<file path="config.mk">
export PLATFORM = sky130hd
export DESIGN_NAME = cacheline_adapter
export DESIGN_NICKNAME = d
export VERILOG_FILES = /design/src/rtl/cacheline_adapter.sv
export SDC_FILE = /design/constraint.sdc
export NUM_CORES = 1
export LEC_CHECK = 0
export CORE_AREA = 2 2 275 277
export CTS_CLUSTER_SIZE = 10
export DETAILED_ROUTE_END_ITERATION = 8
export DIE_AREA = 0 0 277 279
export PLACE_DENSITY = 0.54
export SETUP_SLACK_MARGIN = 0.15
export SLEW_MARGIN = 20
export SYNTH_ARGS = -nofsm -noshare
export SYNTH_HDL_FRONTEND = slang
export SYNTH_SLANG_ARGS = --single-unit
export TNS_END_PERCENT = 5
</file>
<file path="constraint.sdc">
create_clock -name clk -period 6.35 [get_ports clk]
set_input_delay 1.27 -clock clk [delete_from_list [all_inputs] [get_ports clk]]
set_output_delay 1.27 -clock clk [all_outputs]
set_load 0.01 [all_outputs]
</file>
<file path="src/rtl/cacheline_adapter.sv">
// Cache-line <-> burst-memory adapter: one whole-line request in, BEATS-beat burst out, one dfp_resp back.
// Optional build macro CLADAPT_FAST_RESP_EN drops the RESP state and answers combinationally on the last beat.
module cacheline_adapter #(
  parameter int LINE_W = 256,
  parameter int BEAT_W = 64
) (
  input  logic              clk,
  input  logic              rst,
  input  logic [31:0]       dfp_addr,
  input  logic              dfp_read,
  input  logic              dfp_write,
  input  logic [LINE_W-1:0] dfp_wdata,
  output logic [LINE_W-1:0] dfp_rdata,
  output logic              dfp_resp,
  output logic [31:0]       bmem_addr,
  output logic              bmem_read,
  output logic              bmem_write,
  output logic [BEAT_W-1:0] bmem_wdata,
  input  logic              bmem_ready,
  input  logic [BEAT_W-1:0] bmem_rdata,
  input  logic              bmem_rvalid
);

  // state    | meaning
  // IDLE     | waiting for a request; write wins over read
  // WR_BURST | streaming write beats, low beat first
  // RD_REQ   | holding bmem_read until memory accepts it
  // RD_WAIT  | collecting read beats as rvalid arrives
  // RESP     | one-cycle dfp_resp pulse (absent with fast response)

  localparam int BEATS = LINE_W / BEAT_W;
  localparam int CNT_W = $clog2(BEATS);
  localparam int OFF_W = $clog2(LINE_W / 8);
  localparam logic [CNT_W-1:0] LAST = CNT_W'(BEATS - 1);

  typedef enum logic [2:0] {IDLE, WR_BURST, RD_REQ, RD_WAIT, RESP} state_t;

`ifdef CLADAPT_FAST_RESP_EN
  localparam state_t DONE_ST = IDLE;
`else
  localparam state_t DONE_ST = RESP;
`endif

  state_t            state, state_nxt;
  logic [CNT_W-1:0]  cnt;
  logic [31:0]       addr_q;
  logic              is_wr_q;
  logic [LINE_W-1:0] line_buf;
  logic              last_wr, last_rd;
  logic              unused_addr_bits;

  assign unused_addr_bits = ^dfp_addr[OFF_W-1:0];
  assign last_wr = (state == WR_BURST) && bmem_ready && (cnt == LAST);
  assign last_rd = (state == RD_WAIT) && bmem_rvalid && (cnt == LAST);

  always_ff @(posedge clk) begin
    if (rst) state <= IDLE;
    else     state <= state_nxt;
  end

  always_comb begin
    state_nxt = state;
    case (state)
      IDLE: begin
        if (dfp_write)     state_nxt = WR_BURST;
        else if (dfp_read) state_nxt = RD_REQ;
      end
      WR_BURST: if (last_wr)    state_nxt = DONE_ST;
      RD_REQ:   if (bmem_ready) state_nxt = RD_WAIT;
      RD_WAIT:  if (last_rd)    state_nxt = DONE_ST;
      RESP:                     state_nxt = IDLE;
      default:                  state_nxt = IDLE;
    endcase
  end

  // The line buffer holds the write line during a write and collects beats during a read.
  always_ff @(posedge clk) begin
    if (rst) begin
      cnt      <= '0;
      addr_q   <= '0;
      is_wr_q  <= 1'b0;
      line_buf <= '0;
    end else begin
      case (state)
        IDLE: begin
          cnt <= '0;
          if (dfp_write || dfp_read) begin
            addr_q   <= {dfp_addr[31:OFF_W], OFF_W'(0)};
            is_wr_q  <= dfp_write;
            line_buf <= dfp_write ? dfp_wdata : '0;
          end
        end
        WR_BURST: if (bmem_ready) cnt <= cnt + CNT_W'(1);
        RD_WAIT: begin
          if (bmem_rvalid) begin
            line_buf[int'(cnt)*BEAT_W +: BEAT_W] <= bmem_rdata;
            cnt <= cnt + CNT_W'(1);
          end
        end
        default: ;
      endcase
    end
  end

  always_comb begin
    dfp_resp   = 1'b0;
    dfp_rdata  = '0;
    bmem_addr  = '0;
    bmem_read  = 1'b0;
    bmem_write = 1'b0;
    bmem_wdata = '0;
    case (state)
      WR_BURST: begin
        bmem_write = 1'b1;
        bmem_addr  = addr_q;
        bmem_wdata = line_buf[int'(cnt)*BEAT_W +: BEAT_W];
`ifdef CLADAPT_FAST_RESP_EN
        dfp_resp   = last_wr;
`endif
      end
      RD_REQ: begin
        bmem_read = 1'b1;
        bmem_addr = addr_q;
      end
      RD_WAIT: begin
        bmem_addr = addr_q;
`ifdef CLADAPT_FAST_RESP_EN
        if (last_rd) begin
          dfp_resp  = 1'b1;
          dfp_rdata = {bmem_rdata, line_buf[LINE_W-BEAT_W-1:0]};
        end
`endif
      end
      RESP: begin
        dfp_resp  = 1'b1;
        dfp_rdata = is_wr_q ? '0 : line_buf;
      end
      default: ;
    endcase
  end

endmodule

</file>
==> impl_results.html, run 1 <==
<table>
<tr><th>Metric</th><th>Value</th></tr>
<tr><th colspan="2">Logic synthesis</th></tr>
<tr><td>Mean instance size in the synthesized netlist</td><td>9.992 sq um</td></tr>
<tr><td>Top post-synthesis cells by count</td><td>sky130_fd_sc_hd__dfxtp_1, sky130_fd_sc_hd__and2_1, sky130_fd_sc_hd__a22oi_1, sky130_fd_sc_hd__o2bb2ai_1, sky130_fd_sc_hd__clkbuf_1</td></tr>
<tr><td>Sequential area share after synthesis</td><td>37.72%</td></tr>
<tr><td>Adder-cell share of the synthesized area</td><td>0.4079%</td></tr>
<tr><td>Xor/xnor share of the synthesized area</td><td>0%</td></tr>
<tr><td>Mapped cell area</td><td>15,340 sq um</td></tr>
<tr><td>EDFF count, synth</td><td>0</td></tr>
<tr><td>Top area cells in the synthesized netlist</td><td>sky130_fd_sc_hd__dfxtp_1, sky130_fd_sc_hd__o2bb2ai_1, sky130_fd_sc_hd__a22oi_1, sky130_fd_sc_hd__and2_1, sky130_fd_sc_hd__mux4_2</td></tr>
<tr><td>Share of the synthesized area in the top cell type</td><td>37.72%</td></tr>
<tr><td>Leading cell type by number of instances after synthesis</td><td>sky130_fd_sc_hd__dfxtp_1</td></tr>
<tr><td>Ys flop type</td><td>sky130_fd_sc_hd__dfxtp_1</td></tr>
<tr><td>Async set-reset flop share out of synthesis</td><td>0%</td></tr>
<tr><td>Mux cell area share after synthesis</td><td>9.397%</td></tr>
<tr><td>Post-synth top area cell</td><td>sky130_fd_sc_hd__dfxtp_1</td></tr>
<tr><td>Main combinational cell family by area after synthesis</td><td>compound AO/OA/AOI/OAI gates</td></tr>
<tr><td>Fraction of the mapped netlist area in compound gates</td><td>29.46%</td></tr>
<tr><td>Synth warnings</td><td>0</td></tr>
<tr><td>Synth unique cells</td><td>44</td></tr>
<tr><td>Gate count after technology mapping</td><td>1,535</td></tr>
<tr><td>Area share of and/or/nand/nor cells after synthesis</td><td>17.46%</td></tr>
<tr><td>#FFs+latches synth</td><td>289</td></tr>
<tr><th colspan="2">Finish</th></tr>
<tr><td>Post-route cell area</td><td>24,240 sq um</td></tr>
<tr><td>Share of layout cells above drive strength 1</td><td>8.256%</td></tr>
<tr><td>Area grow syn2layout</td><td>58.01%</td></tr>
<tr><td>Post-layout utilization of the core</td><td>32.72%</td></tr>
<tr><td>Final nets</td><td>2,503</td></tr>
<tr><th colspan="2">Power and ir drop</th></tr>
<tr><td>Net Sw Power</td><td>1.363 mW</td></tr>
<tr><td>Power density normalized to cell area</td><td>199.6 nW/um^2</td></tr>
<tr><td>Static Leak</td><td>8.004 nW</td></tr>
<tr><td>Internal Dissipation</td><td>3.474 mW</td></tr>
<tr><td>Overall power of the completed layout</td><td>4.838 mW</td></tr>
<tr><td>Clock group share of total power</td><td>39.6%</td></tr>
<tr><td>Relative contribution of sequential cells to total power</td><td>41.9%</td></tr>
<tr><td>Switching portion of total power</td><td>28.18%</td></tr>
<tr><td>Gate power share</td><td>18.5%</td></tr>
<tr><td>Worst VDD drop</td><td>0.1285 mV</td></tr>
<tr><th colspan="2">Floorplanning</th></tr>
<tr><td>Area of the core</td><td>74,070 sq um</td></tr>
<tr><td>Die Y</td><td>279 um</td></tr>
<tr><td>Num rows</td><td>100</td></tr>
<tr><td>Effective utilization at floorplan</td><td>20.71%</td></tr>
<tr><td>Boundary pin count</td><td>713</td></tr>
<tr><td>Full die area</td><td>77,280 sq um</td></tr>
<tr><td>Horiz. Die Dim</td><td>277 um</td></tr>
<tr><th colspan="2">STA</th></tr>
<tr><td>Number of hold-slack violations in the final timing report</td><td>0</td></tr>
<tr><td>Count of final max-slew check failures</td><td>0</td></tr>
<tr><td>Worst-case clock skew</td><td>0.01403 ns</td></tr>
<tr><td>Highest attainable clock frequency</td><td>199.8 MHz</td></tr>
<tr><td>Slew margin rel.</td><td>25.52%</td></tr>
<tr><td>Final total negative setup slack</td><td>0 ns</td></tr>
<tr><td>Final-layout worst hold slack</td><td>0.4506 ns</td></tr>
<tr><td>Min Clock Period, post-route</td><td>5.005 ns</td></tr>
<tr><td>Final cycle utilization of the critical path</td><td>78.82%</td></tr>
<tr><td>Unrepaired setup endpoints after global routing</td><td>no</td></tr>
<tr><td>Pin slew with the least headroom to its limit</td><td>1.117 ns</td></tr>
<tr><td>Final-report setup violation count</td><td>0</td></tr>
<tr><th colspan="2">Route</th></tr>
<tr><td>Pre-Repair DR Iteration Count</td><td>5</td></tr>
<tr><td>Vias</td><td>15.78k</td></tr>
<tr><td>DRT Wirelength</td><td>77,830 um</td></tr>
<tr><td>Violation count after the first detailed-routing iteration</td><td>1,069</td></tr>
<tr><td>Routed vias/inst</td><td>5.049</td></tr>
<tr><td>Count of unresolved DRC violations after routing</td><td>0</td></tr>
<tr><td>Wirelength per Cell</td><td>24.90 um</td></tr>
<tr><td>ANT nets after route</td><td>0</td></tr>
<tr><th colspan="2">Critical path</th></tr>
<tr><td>Highest fanout seen on the critical path</td><td>88</td></tr>
<tr><td>Critical path required time</td><td>5.08 ns</td></tr>
<tr><td>Kind of launch point of the worst setup path</td><td>flop</td></tr>
<tr><td>CP max stage cell</td><td>sky130_fd_sc_hd__buf_4</td></tr>
<tr><td>Worst stage delay on the critical path</td><td>0.65 ns</td></tr>
<tr><td>CP Data Arrival Time</td><td>3.73 ns</td></tr>
<tr><td>Critical path capture point type</td><td>output port</td></tr>
<tr><td>Worst path cell trace</td><td>inv_2 -&gt; nor4_4 -&gt; buf_4 -&gt; buf_4 -&gt; and2_1 -&gt; clkdlybuf4s50_1</td></tr>
<tr><td>Cell family contributing the most delay on the critical path</td><td>buffers and inverters</td></tr>
<tr><td>Cell type with the highest occurrence count on the critical path</td><td>sky130_fd_sc_hd__buf_4</td></tr>
<tr><td>Classification of the worst setup path</td><td>reg2out</td></tr>
<tr><td>Number of buffers and inverters on the critical path</td><td>4</td></tr>
<tr><th colspan="2">CTS</th></tr>
<tr><td>Clk slew on worst S/H paths</td><td>0.05 ns</td></tr>
<tr><td>Number of setup buffers added after CTS</td><td>0</td></tr>
<tr><td>H-tree level count</td><td>2</td></tr>
<tr><td>CTS max path bufs</td><td>3</td></tr>
<tr><td>Clock tree from TritonCTS</td><td>built</td></tr>
<tr><td>Post-cts hold buffer count</td><td>0</td></tr>
<tr><td>Number of cells upsized or downsized after cts</td><td>0</td></tr>
<tr><td>Clock buffers created by TritonCTS</td><td>37</td></tr>
<tr><td>Number of clock sinks seen by CTS</td><td>289</td></tr>
<tr><td>Skew-Pair Late Insertion Delay</td><td>0.53 ns</td></tr>
<tr><td>Cell chosen for the clock root</td><td>sky130_fd_sc_hd__clkbuf_16</td></tr>
<tr><th colspan="2">Global route</th></tr>
<tr><td>Number of global-route vias before repair</td><td>16.67k</td></tr>
<tr><td>Global-route wire length before repair</td><td>113,200 um</td></tr>
<tr><td>Largest net degree at the start of global routing</td><td>127</td></tr>
<tr><td>Aggregate global routing overflow</td><td>0</td></tr>
<tr><td>Initial antenna violation count</td><td>2</td></tr>
<tr><td>Total routing resource utilization after global routing</td><td>19.26%</td></tr>
<tr><th colspan="2">Hold path</th></tr>
<tr><td>Worst hold path class</td><td>reg2reg</td></tr>
<tr><th colspan="2">Placement</th></tr>
<tr><td>Half-perimeter wire length of the detailed placement result</td><td>53,140 um</td></tr>
<tr><td>Placement Cell Area</td><td>23,150 sq um</td></tr>
<tr><td>GP Congestion</td><td>0.8947</td></tr>
<tr><td>Port bufs</td><td>702</td></tr>
<tr><th colspan="2">Flow run</th></tr>
<tr><td>Count of maximum capacitance violations</td><td>0</td></tr>
<tr><th colspan="2">Outcome</th></tr>
<tr><td>Run status</td><td>finished clean</td></tr>
</table>
[cells in the final DEF (no fill, tap or decap), drive strengths merged, types with 2 or more instances in the layout]
cell type	instances
clkinv	4
o31ai	2
nor2b	66
nand3	5
nand2	62
nor2	7
clkdlybuf4s50	702
a21oi	31
clkbuf	51
a22oi	257
nor3	3
a31oi	3
o2bb2ai	256
ha	5
dfxtp	289
nand2b	2
inv	5
nor4	4
o21ai	3
and2	284
mux4	64
nand3b	3
conb	5
buf	32
[state kept, by name, indices dropped and copies added, names as in the netlist]
| signal | count |
|---|---|
| addr_q | 27 |
| cnt | 2 |
| is_wr_q | 1 |
| line_buf | 256 |
| state | 3 |
[layer usage]
layer  vias up  wire (um)  global-route usage [%]
met5         -         12                       0
met4         2       2129                   5.839
met3       123       5893                   4.318
met2       775      38940                   34.34
met1      7870      30840                   22.97
li1       7014          -                       -
[stage by stage]
step	cells	setup slack, ns
after global placement	3069	1.946
after global routing	3126	1.146
final	3126	1.345
after floorplan	1539	3.399
after CTS	3124	1.363
after detailed placement	3069	1.942
[power groups by stage]
| stage | registers, mW | logic [mW] | clock network, mW |
|---|---|---|---|
| after floorplan | 2.01 | 0.433 | 0 |
| after global placement | 2.06 | 0.888 | 0 |
| after detailed placement | 2.06 | 0.893 | 0 |
| after CTS | 2.03 | 0.897 | 1.98 |
| after global routing | 2.04 | 0.953 | 2.04 |
| final | 2.03 | 0.895 | 1.92 |
[worst min-delay path, delay by kind of cell, from the launching register on]
family	cells	cell delay, ns
flops	1	0.30
simple gates	1	0.05
compound gates	1	0.05
[path summary, 6_finish.rpt]
path | from | end | slack, ns | cells after the start
setup / recovery | state[2] | dfp_rdata[236] | 1.35 | 6
hold / removal | addr_q[9] | addr_q[9] | 0.45 | 2
setup reg to reg | cnt[0] | line_buf[54] | 2.76 | 9
hold reg to reg | addr_q[9] | addr_q[9] | 0.45 | 2
[logic make-up after synthesis]
family | Yosys count
AOI/OAI and AO/OA | 556
adders and majority gates | 5
buffers and inverters | 177
DFF | 289
muxes | 64
other | 1
and+or+nand+nor | 443
[area by class of cell]
| type | instances | area, sq um |
|---|---|---|
| repair buffers | 734 | 7330 |
| clock inverters | 4 | 20.02 |
| well taps | 969 | 1212 |
| inverters | 5 | 18.77 |
| clock buffers | 51 | 1028 |
| diodes | 1 | 2.502 |
| multi-input cells | 1073 | 8832 |
| fillers | 7578 | 49830 |
| flip-flops and latches | 289 | 5793 |
(Power assumes the default switching activity.)
==> run 2: changes to the inputs <==
--- a/config.mk
+++ b/config.mk
@@ -5,10 +5,10 @@
 export SDC_FILE = /design/constraint.sdc
 export NUM_CORES = 1
 export LEC_CHECK = 0
-export CORE_AREA = 2 2 275 277
+export CORE_AREA = 2 2 276 278
 export CTS_CLUSTER_SIZE = 10
 export DETAILED_ROUTE_END_ITERATION = 8
-export DIE_AREA = 0 0 277 279
+export DIE_AREA = 0 0 278 280
 export PLACE_DENSITY = 0.54
 export SETUP_SLACK_MARGIN = 0.15
 export SLEW_MARGIN = 20
==> constraint.sdc (replaced) <==
create_clock -name clk -period 4.9 [get_ports clk]
set_input_delay 0.98 -clock clk [delete_from_list [all_inputs] [get_ports clk]]
set_output_delay 0.98 -clock clk [all_outputs]
set_load 0.01 [all_outputs]
==> run 2 against run 1 <==
  * Die area rose by 0.72%
  * Flip-flop and latch count unchanged
  * Sequential share of layout area is 0.19 points lower
  * Via count is 1.1% higher
  * Register-to-register slack worse by 1.0 ns
  * Cell count is 0.80% higher
  * Design area grew 0.81%
  * Critical path depth shrank 1
  * Critical endpoint is now bmem_wdata[46]
  * Largest cell class unchanged
  * Highest routed layer unchanged
==> impl_results.html, run 2 (synthesis gave the netlist of run 1 again) <==
<table>
<tr><th>Metric</th><th>Value</th></tr>
<tr><th colspan="2">Finish</th></tr>
<tr><td>Post-route cell area</td><td>24,430 sq um</td></tr>
<tr><td>Final std cells w/o fill</td><td>3,151</td></tr>
<tr><td>Post-layout utilization of the core</td><td>32.50%</td></tr>
<tr><td>Most common cell after layout, fill and taps aside</td><td>sky130_fd_sc_hd__clkdlybuf4s50_1</td></tr>
<tr><td>Final nets</td><td>2,516</td></tr>
<tr><td>Max FFs per register</td><td>256</td></tr>
<tr><td>Fill cells</td><td>7,655</td></tr>
<tr><td>Area grow syn2layout</td><td>59.29%</td></tr>
<tr><td>Share of layout cells above drive strength 1</td><td>8.702%</td></tr>
<tr><td>Largest register by flop count</td><td>line_buf</td></tr>
<tr><td>Top flop regs</td><td>line_buf x256, addr_q x27, state x3</td></tr>
<tr><td>Commonest non-fill, non-tap cells in the layout</td><td>sky130_fd_sc_hd__clkdlybuf4s50_1, sky130_fd_sc_hd__dfxtp_1, sky130_fd_sc_hd__and2_1</td></tr>
<tr><th colspan="2">Floorplanning</th></tr>
<tr><td>Full die area</td><td>77,840 sq um</td></tr>
<tr><td>Area of the core</td><td>75,190 sq um</td></tr>
<tr><td>Num rows</td><td>101</td></tr>
<tr><td>Horiz. Die Dim</td><td>278 um</td></tr>
<tr><td>Die Y</td><td>280 um</td></tr>
<tr><td>Effective utilization at floorplan</td><td>20.40%</td></tr>
<tr><td>Boundary pin count</td><td>713</td></tr>
<tr><th colspan="2">Critical path</th></tr>
<tr><td>Critical path required time</td><td>3.92 ns</td></tr>
<tr><td>Critical path capture point type</td><td>output port</td></tr>
<tr><td>Kind of launch point of the worst setup path</td><td>flop</td></tr>
<tr><td>Highest fanout seen on the critical path</td><td>34</td></tr>
<tr><td>Classification of the worst setup path</td><td>reg2out</td></tr>
<tr><td>CP Data Arrival Time</td><td>3.17 ns</td></tr>
<tr><th colspan="2">STA</th></tr>
<tr><td>Unrepaired setup endpoints after global routing</td><td>no</td></tr>
<tr><td>Count of final max-slew check failures</td><td>0</td></tr>
<tr><td>Highest attainable clock frequency</td><td>241.0 MHz</td></tr>
<tr><td>Final total negative setup slack</td><td>0 ns</td></tr>
<tr><td>Slew margin rel.</td><td>21.50%</td></tr>
<tr><td>Pin slew with the least headroom to its limit</td><td>1.177 ns</td></tr>
<tr><td>Number of hold-slack violations in the final timing report</td><td>0</td></tr>
<tr><td>Final-report setup violation count</td><td>0</td></tr>
<tr><td>Worst-case clock skew</td><td>0.01522 ns</td></tr>
<tr><td>Min Clock Period, post-route</td><td>4.150 ns</td></tr>
<tr><td>Final cycle utilization of the critical path</td><td>84.70%</td></tr>
<tr><th colspan="2">CTS</th></tr>
<tr><td>Clock tree from TritonCTS</td><td>built</td></tr>
<tr><td>Number of cells upsized or downsized after cts</td><td>0</td></tr>
<tr><td>Cell chosen for the clock root</td><td>sky130_fd_sc_hd__clkbuf_16</td></tr>
<tr><td>Clk slew on worst S/H paths</td><td>0.06 ns</td></tr>
<tr><td>Number of clock sinks seen by CTS</td><td>289</td></tr>
<tr><td>Clock buffers created by TritonCTS</td><td>37</td></tr>
<tr><td>CTS max path bufs</td><td>3</td></tr>
<tr><td>H-tree level count</td><td>2</td></tr>
<tr><td>Skew-Pair Late Insertion Delay</td><td>0.54 ns</td></tr>
<tr><td>Post-cts hold buffer count</td><td>0</td></tr>
<tr><td>Number of setup buffers added after CTS</td><td>0</td></tr>
<tr><th colspan="2">Placement</th></tr>
<tr><td>Placement Cell Area</td><td>23,360 sq um</td></tr>
<tr><td>Half-perimeter wire length of the detailed placement result</td><td>52,980 um</td></tr>
<tr><td>Port bufs</td><td>702</td></tr>
<tr><td>Number of cells in the design after placement</td><td>3,092</td></tr>
<tr><td>GP Congestion</td><td>0.9217</td></tr>
<tr><th colspan="2">Global route</th></tr>
<tr><td>Met3 Usage GRT</td><td>4.771%</td></tr>
<tr><td>Aggregate global routing overflow</td><td>0</td></tr>
<tr><td>Initial antenna violation count</td><td>1</td></tr>
<tr><td>Largest net degree at the start of global routing</td><td>136</td></tr>
<tr><td>Met1 usage</td><td>22.37%</td></tr>
<tr><td>Total routing resource utilization after global routing</td><td>18.76%</td></tr>
<tr><td>Number of global-route vias before repair</td><td>16.76k</td></tr>
<tr><td>Most heavily used metal layer in global routing</td><td>met2</td></tr>
<tr><td>Global-route wire length before repair</td><td>111,000 um</td></tr>
<tr><td>Met2 Use GR</td><td>32.36%</td></tr>
<tr><th colspan="2">Outcome</th></tr>
<tr><td>Run status</td><td>finished clean</td></tr>
<tr><th colspan="2">Route</th></tr>
<tr><td>Violation count after the first detailed-routing iteration</td><td>1,445</td></tr>
<tr><td>Vias</td><td>15.96k</td></tr>
<tr><td>Pre-Repair DR Iteration Count</td><td>7</td></tr>
<tr><td>Routed vias/inst</td><td>5.065</td></tr>
<tr><td>Wirelength per Cell</td><td>24.46 um</td></tr>
<tr><td>Count of unresolved DRC violations after routing</td><td>0</td></tr>
<tr><td>DRT Wirelength</td><td>77,080 um</td></tr>
<tr><td>ANT nets after route</td><td>0</td></tr>
<tr><th colspan="2">Power and ir drop</th></tr>
<tr><td>Static Leak</td><td>8.086 nW</td></tr>
<tr><td>Power density normalized to cell area</td><td>259.0 nW/um^2</td></tr>
<tr><td>Worst VDD drop</td><td>0.1721 mV</td></tr>
<tr><th colspan="2">Flow run</th></tr>
<tr><td>Count of maximum capacitance violations</td><td>0</td></tr>
<tr><th colspan="2">Hold path</th></tr>
<tr><td>Worst hold path class</td><td>reg2reg</td></tr>
</table>
## run 2: cell count changes in the layout (fill, tap and decap cells not counted)
cell                       delta
sky130_fd_sc_hd__buf_4        +7
sky130_fd_sc_hd__buf_12       +5
sky130_fd_sc_hd__clkbuf_1     +5
sky130_fd_sc_hd__clkinv_2     -4
sky130_fd_sc_hd__buf_6        +1
sky130_fd_sc_hd__clkbuf_8     +1
sky130_fd_sc_hd__clkinv_4     +1
## run 2: through the flow
step | hold slack, ns | setup slack, ns | total power [mW]
6_report | 0.4499 | 0.7499 | 6.329
3_5_place_dp | 0.4441 | 0.8483 | 3.844
5_1_grt | 0.4665 | 0.5555 | 6.585
4_1_cts | 0.4514 | 0.7370 | 6.409
3_3_place_gp | 0.4441 | 0.9647 | 3.829
2_1_floorplan | 0.4317 | 2.239 | 3.170
## run 2: worst max-delay path, cell delays in order, from the launching register on
cell and delay, ns:
sky130_fd_sc_hd__dfxtp_1 0.82, sky130_fd_sc_hd__nand2_1 0.16, sky130_fd_sc_hd__or2_4 0.46, sky130_fd_sc_hd__buf_12 0.28, sky130_fd_sc_hd__nor2b_1 0.24, sky130_fd_sc_hd__clkdlybuf4s50_1 0.58
## run 2: report_power, final
part	total, mW	switching (mW)	leakage, nW	internal [mW]
Combinational	1.17	0.595	5.21	0.573
Clock	2.53	1.06	0.520	1.47
Sequential	2.63	0.136	2.36	2.50
Total	6.33	1.79	8.09	4.54
## run 2: final timing paths
check                                 from              to  slack (ns)  cells past startpoint
worst max-delay path              state[0]  bmem_wdata[46]        0.75                      5
worst min-delay path            addr_q[20]      addr_q[20]        0.45                      2
worst max register to register      cnt[0]    line_buf[25]        1.71                      7
worst min register to register  addr_q[20]      addr_q[20]        0.45                      2
## run 2: cell type report
cell class	instances	area [sq um]	share of cell area, %
inverters	5	18.77	0.07681
diodes	1	2.502	0.01024
clock buffers	57	1061	4.342
clock inverters	1	8.758	0.03585
multi-input cells	1073	8832	36.15
repair buffers	747	7493	30.67
well taps	978	1224	5.008
flip-flops and latches	289	5793	23.71
## run 2: per-layer routing
layer | wire, um | vias to the layer above | part of all wire [%]
li1 | - | 7055 | -
met1 | 30290 | 7862 | 39
met2 | 37680 | 887 | 49
met3 | 6541 | 154 | 8.5
met4 | 2550 | 2 | 3.3
met5 | 12 | - | 0.016
